[src/rtl/floppy_pkg.sv]
// ---------------------------------------------------------------------------
// floppy_pkg
// Shared definitions for the floppy SDRAM byte-window responder.
//   - fsp_state_e : state encoding for floppy_sdram_port
//                   (FSP_IDLE, FSP_REQ, FSP_RWAIT, FSP_HIT)
//   - lane-select constants and helpers:
//       * lane_be()   : lane -> one-hot byte enable
//       * lane_byte() : selects a byte lane from a 16-bit word
// ---------------------------------------------------------------------------
package floppy_pkg;

    typedef enum logic [1:0] {
        FSP_IDLE  = 2'd0,
        FSP_REQ   = 2'd1,
        FSP_RWAIT = 2'd2,
        FSP_HIT   = 2'd3
    } fsp_state_e;

    // addr[0] picks the byte lane inside a 16-bit SDRAM word
    localparam logic       LANE_LO = 1'b0;
    localparam logic       LANE_HI = 1'b1;
    localparam logic [1:0] BE_NONE = 2'b00;
    localparam logic [1:0] BE_BOTH = 2'b11;

    function automatic logic [1:0] lane_be(input logic lane);
        return (lane == LANE_HI) ? 2'b10 : 2'b01;
    endfunction

    function automatic logic [7:0] lane_byte(input logic [15:0] word, input logic lane);
        return (lane == LANE_HI) ? word[15:8] : word[7:0];
    endfunction

endpackage

[src/rtl/fsp_word_cache.sv]
// ---------------------------------------------------------------------------
// fsp_word_cache
// One-word read cache (tag, data word, valid) for floppy_sdram_port.
// Ports:
//   clk, srst_i          : clock, synchronous active-high reset
//   lookup_addr_i        : word address to test -> hit_o, word_o (cached word)
//   fill_en_i/_addr/_data: load a complete word and mark it valid
//   wr_en_i/_addr/_lane/_byte : write-through update of one byte lane when
//                          the word address matches the tag
//   inval_i              : clear valid; wins over a same-cycle fill
// ---------------------------------------------------------------------------
module fsp_word_cache #(
    parameter int AW = 22
) (
    input  logic          clk,
    input  logic          srst_i,
    input  logic [AW-1:0] lookup_addr_i,
    output logic          hit_o,
    output logic [15:0]   word_o,
    input  logic          fill_en_i,
    input  logic [AW-1:0] fill_addr_i,
    input  logic [15:0]   fill_data_i,
    input  logic          wr_en_i,
    input  logic [AW-1:0] wr_addr_i,
    input  logic          wr_lane_i,
    input  logic [7:0]    wr_byte_i,
    input  logic          inval_i
);

    logic [AW-1:0] tag_q;
    logic [15:0]   word_q;
    logic [15:0]   word_d;
    logic          valid_q;
    logic          wr_match;

    assign hit_o    = valid_q && (tag_q == lookup_addr_i);
    assign word_o   = word_q;
    assign wr_match = wr_en_i && (tag_q == wr_addr_i);

    // Per-lane merge: a fill replaces the whole word, a matching write
    // replaces only its own lane.
    generate
        for (genvar gi = 0; gi < 2; gi++) begin : g_lane
            always_comb begin
                word_d[gi*8 +: 8] = word_q[gi*8 +: 8];
                if (fill_en_i) begin
                    word_d[gi*8 +: 8] = fill_data_i[gi*8 +: 8];
                end else if (wr_match && (wr_lane_i == 1'(gi))) begin
                    word_d[gi*8 +: 8] = wr_byte_i;
                end
            end
        end
    endgenerate

    always_ff @(posedge clk) begin
        if (srst_i) begin
            tag_q   <= '0;
            word_q  <= '0;
            valid_q <= 1'b0;
        end else begin
            word_q <= word_d;
            if (fill_en_i) begin
                tag_q   <= fill_addr_i;
                valid_q <= 1'b1;
            end
            if (inval_i) begin
                valid_q <= 1'b0;
            end
        end
    end

endmodule

[src/rtl/floppy_sdram_port.sv]
// ---------------------------------------------------------------------------
// floppy_sdram_port
// Responder for the floppy subsystem's byte-wide SDRAM window. Single-byte
// rd/wr strobes are serviced on a 16-bit word port of the SDRAM controller;
// completion is reported by busy falling.
// Ports:
//   clk, reset          : clock, synchronous active-high reset
//   addr, wdata, rd, wr : requester strobe side (sampled on the strobe cycle)
//   rdata, busy         : read byte (held until next read completes), busy
//   mem_addr/wdata/be/we/req, mem_ack : controller request side
//   mem_rdata, mem_rvalid           : controller read return
//   cache_inval         : another master wrote SDRAM
// Build option: define FLOPPY_SDRAM_WCACHE_EN to add a one-word read cache.
// Without it every read goes to SDRAM and cache_inval is ignored.
// ---------------------------------------------------------------------------
module floppy_sdram_port
    import floppy_pkg::*;
#(
    parameter int ADDR_WIDTH = 23,
    parameter int MEM_AW     = 22
) (
    input  logic                  clk,
    input  logic                  reset,
    input  logic [ADDR_WIDTH-1:0] addr,
    input  logic [7:0]            wdata,
    input  logic                  rd,
    input  logic                  wr,
    output logic [7:0]            rdata,
    output logic                  busy,
    output logic [MEM_AW-1:0]     mem_addr,
    output logic [15:0]           mem_wdata,
    output logic [1:0]            mem_be,
    output logic                  mem_we,
    output logic                  mem_req,
    input  logic                  mem_ack,
    input  logic [15:0]           mem_rdata,
    input  logic                  mem_rvalid,
    input  logic                  cache_inval
);

    fsp_state_e        state_q;
    logic              lane_q;
    logic              mem_req_q;
    logic              mem_we_q;
    logic [1:0]        mem_be_q;
    logic [MEM_AW-1:0] mem_addr_q;
    logic [15:0]       mem_wdata_q;
    logic [7:0]        rdata_q;

    logic [MEM_AW-1:0] word_addr;
    logic              idle;
    logic              cache_hit;
    logic [15:0]       cache_word;

    assign word_addr = addr[ADDR_WIDTH-1:1];
    assign idle      = (state_q == FSP_IDLE);

`ifdef FLOPPY_SDRAM_WCACHE_EN
    fsp_word_cache #(
        .AW (MEM_AW)
    ) u_cache (
        .clk           (clk),
        .srst_i        (reset),
        .lookup_addr_i (word_addr),
        .hit_o         (cache_hit),
        .word_o        (cache_word),
        .fill_en_i     ((state_q == FSP_RWAIT) && mem_rvalid),
        .fill_addr_i   (mem_addr_q),
        .fill_data_i   (mem_rdata),
        .wr_en_i       (idle && wr),
        .wr_addr_i     (word_addr),
        .wr_lane_i     (addr[0]),
        .wr_byte_i     (wdata),
        .inval_i       (cache_inval)
    );
`else
    logic unused_cache_inval;
    assign unused_cache_inval = cache_inval;
    assign cache_hit  = 1'b0;
    assign cache_word = 16'h0000;
`endif

    // Combinational on the strobe so the requester sees busy on its own
    // strobe cycle.
    assign busy      = rd | wr | !idle;
    assign rdata     = rdata_q;
    assign mem_req   = mem_req_q;
    assign mem_we    = mem_we_q;
    assign mem_be    = mem_be_q;
    assign mem_addr  = mem_addr_q;
    assign mem_wdata = mem_wdata_q;

    always_ff @(posedge clk) begin
        if (reset) begin
            state_q     <= FSP_IDLE;
            lane_q      <= LANE_LO;
            mem_req_q   <= 1'b0;
            mem_we_q    <= 1'b0;
            mem_be_q    <= BE_NONE;
            mem_addr_q  <= '0;
            mem_wdata_q <= 16'h0000;
            rdata_q     <= 8'h00;
        end else begin
            case (state_q)
                FSP_IDLE: begin
                    // wr has priority, so rd+wr together is a write
                    if (wr) begin
                        lane_q      <= addr[0];
                        mem_addr_q  <= word_addr;
                        mem_wdata_q <= {wdata, wdata};
                        mem_we_q    <= 1'b1;
                        mem_be_q    <= lane_be(addr[0]);
                        mem_req_q   <= 1'b1;
                        state_q     <= FSP_REQ;
                    end else if (rd) begin
                        lane_q <= addr[0];
                        if (cache_hit) begin
                            state_q <= FSP_HIT;
                        end else begin
                            mem_addr_q <= word_addr;
                            mem_we_q   <= 1'b0;
                            mem_be_q   <= BE_BOTH;
                            mem_req_q  <= 1'b1;
                            state_q    <= FSP_REQ;
                        end
                    end
                end
                FSP_REQ: begin
                    if (mem_ack) begin
                        mem_req_q <= 1'b0;
                        state_q   <= mem_we_q ? FSP_IDLE : FSP_RWAIT;
                    end
                end
                FSP_RWAIT: begin
                    if (mem_rvalid) begin
                        rdata_q <= lane_byte(mem_rdata, lane_q);
                        state_q <= FSP_IDLE;
                    end
                end
                FSP_HIT: begin
                    rdata_q <= lane_byte(cache_word, lane_q);
                    state_q <= FSP_IDLE;
                end
                default: state_q <= FSP_IDLE;
            endcase
        end
    end

endmodule

[config.mk]
export PLATFORM = sky130hd
export DESIGN_NAME = floppy_sdram_port
export DESIGN_NICKNAME = d
export VERILOG_FILES = /design/src/rtl/floppy_pkg.sv /design/src/rtl/fsp_word_cache.sv /design/src/rtl/floppy_sdram_port.sv
export SDC_FILE = /design/constraint.sdc
export NUM_CORES = 1
export LEC_CHECK = 0
export BUFFER_PORTS_ARGS = -buffer_cell sky130_fd_sc_hd__buf_4
export CORE_ASPECT_RATIO = 0.5
export CORE_MARGIN = 2
export CORE_UTILIZATION = 40
export CTS_BUF_LIST = sky130_fd_sc_hd__clkbuf_4
export DETAILED_ROUTE_END_ITERATION = 7
export PLACE_DENSITY_LB_ADDON = 0.12
export SYNTH_ARGS = -nofsm -noshare
export SYNTH_HDL_FRONTEND = slang
export SYNTH_HIERARCHICAL = 1
export SYNTH_SLANG_ARGS = --single-unit
[constraint.sdc]
create_clock -name clk -period 1.4 [get_ports clk]
set_input_delay 0.28 -clock clk [delete_from_list [all_inputs] [get_ports clk]]
set_output_delay 0.28 -clock clk [all_outputs]
set_load 0.01 [all_outputs]
After elaboration in Yosys (flattened, before gate mapping). Cells that the tools add are included.

Flip-flop bits (word level): 53. Bits of input ports: 54. Output and inout port bits: 51. Logic and storage cells: 48.

Equality and inequality tests: 6. Mux-type cells: 22. Bitwise gates (word level): 2. Reductions and logical operators: 10.

Operator list (count): $mux 22 (2); $mux 2 (8); $mux 8 (2); $pmux 8 s2 (1); $pmux 2 s4 (1); $mux 1 (7); $reduce_and 2->1 (3); $reduce_and 3->1 (2); $reduce_bool 2->1 (3); $eq 2x2->1 const B (2); $ne 2x2->1 const B (2); $ne 3x3->1 const B (1); $eq 2x1->1 const B (1); $logic_not 2->1 (1); $or 1x1->1 (2); $pmux 1 s2 (1); $logic_not 1->1 (1).

Longest topological paths before layout. Gate-level depths: netlist of run 1.

Depth in word-level cells: 3. Mapped depth: 5. Gate-level depth less buffers: 3.

Least setup slack after synthesis of run 1. No wires, ideal clock.

Path kind: register -> register. Start: register state_q[0]. End: register mem_be_q[1] (netlist: mem_be[1]). Library setup time: 0.119 ns. Arrival: 1.130 ns. Required time: 1.281 ns. Setup slack: 0.152 ns. Cell stages (with the launch flop): 5. Cell sequence: dfxtp_1 buf_6 or3b_1 buf_6 o221a_1.

Word-level cells in the longest chain between the ends: 2.

Ends and longest elaborated chain: start, declared (RTL line floppy_sdram_port.sv:41) `fsp_state_e state_q;`; start signal, assigned (RTL line floppy_sdram_port.sv:131) `state_q <= mem_we_q ? FSP_IDLE : FSP_RWAIT;`; $logic_not 2->1 (RTL line floppy_sdram_port.sv:104) `case (state_q)`; $reduce_and 2->1 (no line); end signal, assigned (RTL line floppy_sdram_port.sv:112) `mem_be_q <= lane_be(addr[0]);`; end, declared (RTL line floppy_sdram_port.sv:45) `logic [1:0] mem_be_q;`.

No other way between the ends. A chain may end at the register's enable or synchronous reset.

Worst setup path in the final report of run 1.
Start: register state_q[0]. End: output busy.

Word-level cells in the longest chain between the ends: 3.

Ends and longest elaborated chain: $logic_not 2->1 (RTL line floppy_sdram_port.sv:56) `assign idle = (state_q == FSP_IDLE);`; $logic_not 1->1 (RTL line floppy_sdram_port.sv:85) `assign busy = rd | wr | !idle;`; $or 1x1->1 (RTL line floppy_sdram_port.sv:85); end, declared (RTL line floppy_sdram_port.sv:29) `output logic busy,`.

No other way between the ends.

==> summary.txt, run 1 <==
GRT
  – Overall Global Routing Usage: 15.2%
  – Pin count of the biggest net entering global routing: 49
  – Vias in the first global route: approximately 1500
  – GR Overflow Total: 0
  – First-pass GRT wire length: 6360 um
  – Initial antenna violation count: 0

Finish
  – Storage cell area: 908 um2
  – Core Util, Final: 60.6%
  – Commonest non-fill, non-tap cell in the layout: buf_4
  – Area grow syn2layout: 44.5%
  – Filler Cell Count: 395
  – Multi-input logic area: 811 um2
  – # nets final: 350
  – Ant diodes: 0
  – Ratio of cells with drive above 1 in the final layout: 41.1%
  – Commonest cells after routing, fill and taps aside: buf_4 (108), nand2_1 (65), dfxtp_1 (43)

Worst setup path
  – Setup crit start kind: register
  – WS Path Type: register to primary output
  – R2R Path End: mem_addr[4]$_SDFFE_PP0P_
  – FF-to-FF Start: state_q[0]$_SDFFE_PP0P_
  – R2r worst-path depth: 3
  – Worst Path Required: 1.12 ns
  – Crit-path max cell delay: 0.40 ns
  – Cell chain of the critical path: nor2_2 -> nand2_1 -> buf_4
  – Crit-path max FO: 8
  – Worst setup EP type: primary output
  – Worst path slowest cell: dfxtp_4
  – Critical path arrival: 1.04 ns
  – Slack of the worst reg-to-reg path: 0.15 ns

Place
  – Placer Congestion: 0.730
  – I/O Buffers: 103
  – DP HPWL: 3000 um
  – DP Worst Slack: ~0.10 ns

Clocking
  – CTS sink cnt: 45
  – CTS Buffer Depth: 2
  – Clock-pin slew on the worst setup and hold paths: about 0.12 ns
  – CTS tree: yes
  – TritonCTS Buffers: 5
  – Clk Latency, worst-skew pair: 0.34 ns
  – H-tree lvl count: 2
  – Cts hold-fix bufs: 0
  – Clock Tree Root: clkbuf_4

Logic synthesis
  – Sequential area share after synthesis: 48.6%
  – Post-Syn Area: 1850 um2
  – Synth area leaders: dfxtp_1 (49%), mux2i_1 (17%), nand2_1 (13%), o2bb2ai_1 (3.8%), buf_4 (3.6%)
  – Post-synth top area share: between 40% and 50%
  – FF+latch count, synth: 45
  – Post-synth cell types: 22
  – Cell taking the most area after synthesis: dfxtp_1
  – Syn Inst Count: 200
  – Synthesis Warnings: 6
  – Synthesized net count: roughly 250
  – Mean area per synthesized cell: 9.27 um2

Floorplanning
  – Die Width: 100 um
  – Die Span Y: 52.1 um
  – I/O pin total: 105
  – Initial Util: 41.9%
  – Row count: 17
  – Die area: 5230 um2
  – Core area: 4420 um2

Power
  – PD cells: around 1000 nW/um2
  – Peak supply drop: 0.000486 V
  – Leak Pwr: ~1.3 nW

STA
  – Setup violation total in the final timing report: 0
  – Worst Tran Pin Value: 0.529 ns
  – Hold Slack: 0.171 ns
  – RSZ-0062 raised after global routing: no
  – FMAX: around 760 MHz
  – Final Hold Viols: 0
  – Max Clock Skew: 0.00645 ns
  – Count of pins over their slew limit: 0
  – Final worst slack: ~0.08 ns
  – Period minus WS final: roughly 1.3 ns
  – Max-slew headroom: roughly 65%
  – TNS Setup: 0 ns
  – Fin crit share: roughly 94%

Status
  – Status: completed

Route
  – DR vias/cell: 4.65
  – Routed WL per cell: 11.4 um
  – Final wirelength: 4040 um
  – Vias: between 1500 and 2000
  – Initial DRC Count: 40
  – TritonRoute pass-1 iters: 4
  – DR DRC count: 0
  – Remaining antenna violation count: 0

Flow run
  – Max-cap violations: 0

Min path
  – Hold WC Path Type: input port to register
  – Hold path startpoint: wdata[3]
  – Worst Hold End: mem_wdata[11]$_SDFFE_PP0P_
  – WHS Path Cells: 3
==> cell type report <==
type                    instances  area share [%]
well taps                      57            2.66
clock inverters                 3           0.467
multi-input cells             133            30.3
inverters                       1           0.140
clock buffers                   5            1.40
repair buffers                110            31.2
flip-flops and latches         45            33.9
==> routing by layer <==
layer | part of all wire [%] | GRT usage (%) | wire length, um | vias to the layer above
met5 | 0 | 0 | 0 | -
met4 | 0.25 | 2.74 | 10 | 0
met3 | 7.6 | 5.51 | 306 | 2
met2 | 48 | 26.6 | 1950 | 53
met1 | 44 | 18.5 | 1770 | 738
li1 | - | - | - | 852
==> worst max-delay path, delay by kind of cell, from the launching register on <==
family	cells	cell delay, ns
buffers and inverters	1	0.14
DFF	1	0.40
and+or+nand+nor	2	0.16
==> timing repair <==
action / 4_1_cts / 5_1_grt
resized for setup: 2 / 3
setup buffers: 0 / 2
setup endpoints to repair: 1 / 1
==> cell families (layout without fill, tap and decap cells) <==
| kind of cell | after synthesis | after routing | share of synthesized area [%] |
|---|---|---|---|
| compound gates | 25 | 25 | 9.04 |
| buf+inv | 22 | 119 | 8.10 |
| flops | 45 | 45 | 48.6 |
| mux | 31 | 31 | 16.7 |
| simple gates | 77 | 77 | 17.5 |
==> how the worst max path moves through the flow <==
stage / startpoint / to / slack, ns / depth (start not counted)
2_1_floorplan: state_q[0]$_SDFFE_PP0P_ / mem_be[1]$_SDFFE_PP0P_ / 0.15 / 4
3_3_place_gp: state_q[0]$_SDFFE_PP0P_ / mem_addr[18]$_SDFFE_PP0P_ / 0.13 / 3
3_5_place_dp: state_q[0]$_SDFFE_PP0P_ / mem_addr[19]$_SDFFE_PP0P_ / 0.10 / 3
4_1_cts: state_q[0]$_SDFFE_PP0P_ / busy / 0.04 / 3
5_1_grt: state_q[0]$_SDFFE_PP0P_ / busy / 0.004 / 3
6_report: state_q[0]$_SDFFE_PP0P_ / busy / 0.08 / 3
==> state kept, by name, indices dropped and copies added, names as in the netlist <==
register / count
mem_we: 1
mem_wdata: 8
mem_be: 2
lane_q: 1
state_q: 2
mem_req: 1
rdata: 8
mem_addr: 22
==> synth_stat cells <==
cell type  instances
mux2i_1           31
nor2_1             4
nor3b_1            2
o21a_1             2
o22ai_1            1
inv_1              1
or3b_2             1
nand3b_1           1
nand2_1           65
nor3_1             1
buf_2              3
clkbuf_1           5
o2bb2ai_1          8
dfxtp_1           45
nor3b_2            1
a21oi_1           12
o221a_1            1
o21ai_0            1
buf_6              4
or3b_1             1
buf_4              9
nand4b_1           1
==> stage by stage <==
stage	instance area, um2	std cells	total power (W)
floorplan	1850	200	0.00182
detailed placement	2610	344	0.00212
global placement	2610	344	0.00210
CTS	2660	352	0.00269
global route	2680	354	0.00283
finish	2680	354	0.00265
==> report_power, final <==
group	internal [W]	leakage (nW)	switching [W]
Clock	0.000182	0.0300	0.000385
Combinational	0.000363	0.888	0.000270
Sequential	0.00138	0.371	0.0000730
Total	0.00193	1.29	0.000728
Note: power is estimated with default switching activity, not from simulation.
==> inputs of run 2 (changes only) <==
--- a/config.mk
+++ b/config.mk
@@ -5,11 +5,12 @@
 export SDC_FILE = /design/constraint.sdc
 export NUM_CORES = 1
 export LEC_CHECK = 0
-export BUFFER_PORTS_ARGS = -buffer_cell sky130_fd_sc_hd__buf_4
+export BUFFER_PORTS_ARGS = -buffer_cell sky130_fd_sc_hd__buf_2
 export CORE_ASPECT_RATIO = 0.5
 export CORE_MARGIN = 2
 export CORE_UTILIZATION = 40
 export CTS_BUF_LIST = sky130_fd_sc_hd__clkbuf_4
+export CTS_CLUSTER_DIAMETER = 50
 export DETAILED_ROUTE_END_ITERATION = 7
 export PLACE_DENSITY_LB_ADDON = 0.12
 export SYNTH_ARGS = -nofsm -noshare
==> summary.txt, run 2 (synthesized netlist as in run 1, its figures left out) <==
Floorplanning
  – Die Width: roughly 100 um
  – Initial Util: a little over two fifths
  – I/O pin total: 105
  – Core area: 4420 um2
  – Die Span Y: 52.1 um
  – Die area: between 5000 and 6000 um2
  – Row count: 17

Finish
  – Flip-flop count of the largest register after layout: 22
  – Multi-input logic area: ~820 um2
  – Filler Cell Count: approximately 440
  – Commonest cells after routing, fill and taps aside: buf_2 (103), nand2_1 (65), dfxtp_1 (43)
  – Design area: 2460 um2
  – Commonest non-fill, non-tap cell in the layout: buf_2
  – Ratio of cells with drive above 1 in the final layout: 41.6%
  – Core Util, Final: approximately 56%
  – Ant diodes: 0
  – # nets final: 352
  – Storage cell area: 906 um2
  – Area grow syn2layout: 32.6%

GRT
  – Met1 Use GR: 16.1%
  – GR Overflow Total: 0
  – Pin count of the biggest net entering global routing: 49
  – Overall Global Routing Usage: 14.6%
  – Initial antenna violation count: 0
  – Gr busiest metal: met2
  – Vias in the first global route: 1464
  – Grt met2 use: between 20% and 30%
  – Met3 Usage GRT: between 5 and 6%
  – First-pass GRT wire length: 6060 um

Worst setup path
  – Setup crit start kind: register
  – Cell chain of the critical path: buf_6 -> nor2_4 -> nand2_1 -> buf_2
  – Worst setup EP type: primary output
  – Worst path slowest cell: dfxtp_4
  – WS Path Type: register to primary output
  – Critical path arrival: between 1 and 1.5 ns
  – Crit-path max cell delay: around 0.36 ns
  – R2r worst-path depth: 5
  – FF-to-FF Start: state_q[1]$_SDFFE_PP0P_
  – Slack of the worst reg-to-reg path: 0.10 ns
  – Crit-path max FO: 4
  – Cell class contributing the biggest share of worst-path delay: flip-flops
  – Worst Path Required: roughly 1.1 ns
  – Worst Path Buf+Inv: 2
  – R2R Path End: mem_wdata[7]$_SDFFE_PP0P_

Place
  – DP HPWL: 2920 um
  – Placed cell areas: 2360 um2
  – I/O Buffers: 103
  – Placer Congestion: 0.733

STA
  – TNS Setup: 0 ns
  – Count of pins over their slew limit: 0
  – Max-slew headroom: 64.5%
  – Max Clock Skew: 0.00771 ns
  – RSZ-0062 raised after global routing: yes
  – Fin crit share: 96.3%
  – Worst Tran Pin Value: 0.530 ns
  – Setup violation total in the final timing report: 0
  – FMAX: 742 MHz
  – Period minus WS final: 1.35 ns
  – Final Hold Viols: 0

Route
  – TritonRoute pass-1 iters: 4
  – Vias: 1665
  – DR DRC count: 0
  – DR vias/cell: 4.69
  – Initial DRC Count: 29
  – Remaining antenna violation count: 0
  – Routed WL per cell: between 10 and 15 um
  – Final wirelength: 3940 um

Clocking
  – Clock Tree Root: clkbuf_4
  – CTS tree: yes
  – H-tree lvl count: 2
  – Cts hold-fix bufs: 0
  – CTS sink cnt: 45
  – Clk Latency, worst-skew pair: 0.33 ns
  – Clock-pin slew on the worst setup and hold paths: 0.12 ns
  – CTS Buffer Depth: 2
  – TritonCTS Buffers: 5

Min path
  – Worst Hold End: mem_wdata[9]$_SDFFE_PP0P_
  – Hold WC Path Type: input port to register
  – Hold path startpoint: wdata[1]
  – WHS Path Cells: 3

Power
  – Pwr Total: 0.00258 W
  – Leak Pwr: 1.25 nW
  – Peak supply drop: just over 0.0005 V
  – PD cells: between 1000 and 1500 nW/um2

Flow run
  – Max-cap violations: 0

Status
  – Status: completed
run 2: cell type report:
class / count / share of cell area (%)
inverter: 1 / 0.153
sequential: 45 / 36.8
timing repair buffer: 112 / 24.7
multi-input combinational: 133 / 33.4
clock inverter: 1 / 0.153
tap: 57 / 2.90
clock buffer: 6 / 1.83
run 2: timing repair:
item | 4_1_cts | 5_1_grt
setup buffers | 1 | 1
pin swaps | 0 | 0
endpoints found under the setup margin | 1 | 24
resized for setup | 5 | 4
run 2: worst reg2reg max path, delay by kind of cell (launching register included):
family                 cells  cell delay, ns
flip-flops                 1            0.36
AO/OA/AOI/OAI              1            0.06
AND/OR/NAND/NOR            2            0.45
buffers and inverters      2            0.33
run 2: power breakdown:
group,leakage [nW],internal (W),switching (W)
Sequential,0.371,0.00138,0.0000683
Clock,0.0292,0.000203,0.000377
Combinational,0.852,0.000280,0.000272
Total,1.25,0.00186,0.000717
run 2: worst max path at each step:
| stage | from | end | slack (ns) | cells after the start |
|---|---|---|---|---|
| 4_1_cts | state_q[1]$_SDFFE_PP0P_ | mem_addr[19]$_SDFFE_PP0P_ | -0.004 | 4 |
| 3_5_place_dp | state_q[0]$_SDFFE_PP0P_ | mem_addr[19]$_SDFFE_PP0P_ | 0.04 | 3 |
| 6_report | state_q[1]$_SDFFE_PP0P_ | busy | 0.05 | 4 |
| 3_3_place_gp | state_q[0]$_SDFFE_PP0P_ | mem_addr[15]$_SDFFE_PP0P_ | 0.07 | 3 |
| 2_1_floorplan | state_q[0]$_SDFFE_PP0P_ | mem_be[1]$_SDFFE_PP0P_ | 0.15 | 4 |
| 5_1_grt | state_q[1]$_SDFFE_PP0P_ | busy | -0.02 | 4 |
run 2: per-stage QoR:
stage | worst slack (ns) | cells | hold slack, ns
floorplan | 0.152 | 200 | 0.349
global route | -0.0192 | 355 | 0.127
detailed placement | 0.0396 | 346 | 0.445
CTS | -0.00449 | 354 | 0.145
finish | 0.0516 | 355 | 0.164
global placement | 0.0676 | 346 | 0.439
run 2: layer usage:
layer  routed length, um  share of wire, %  vias to the layer above
li1                    -                 -                      855
met5                   0                 0                        -
met1                1740                44                      755
met2                1870                47                       53
met4                  11              0.28                        0
met3                 313               7.9                        2
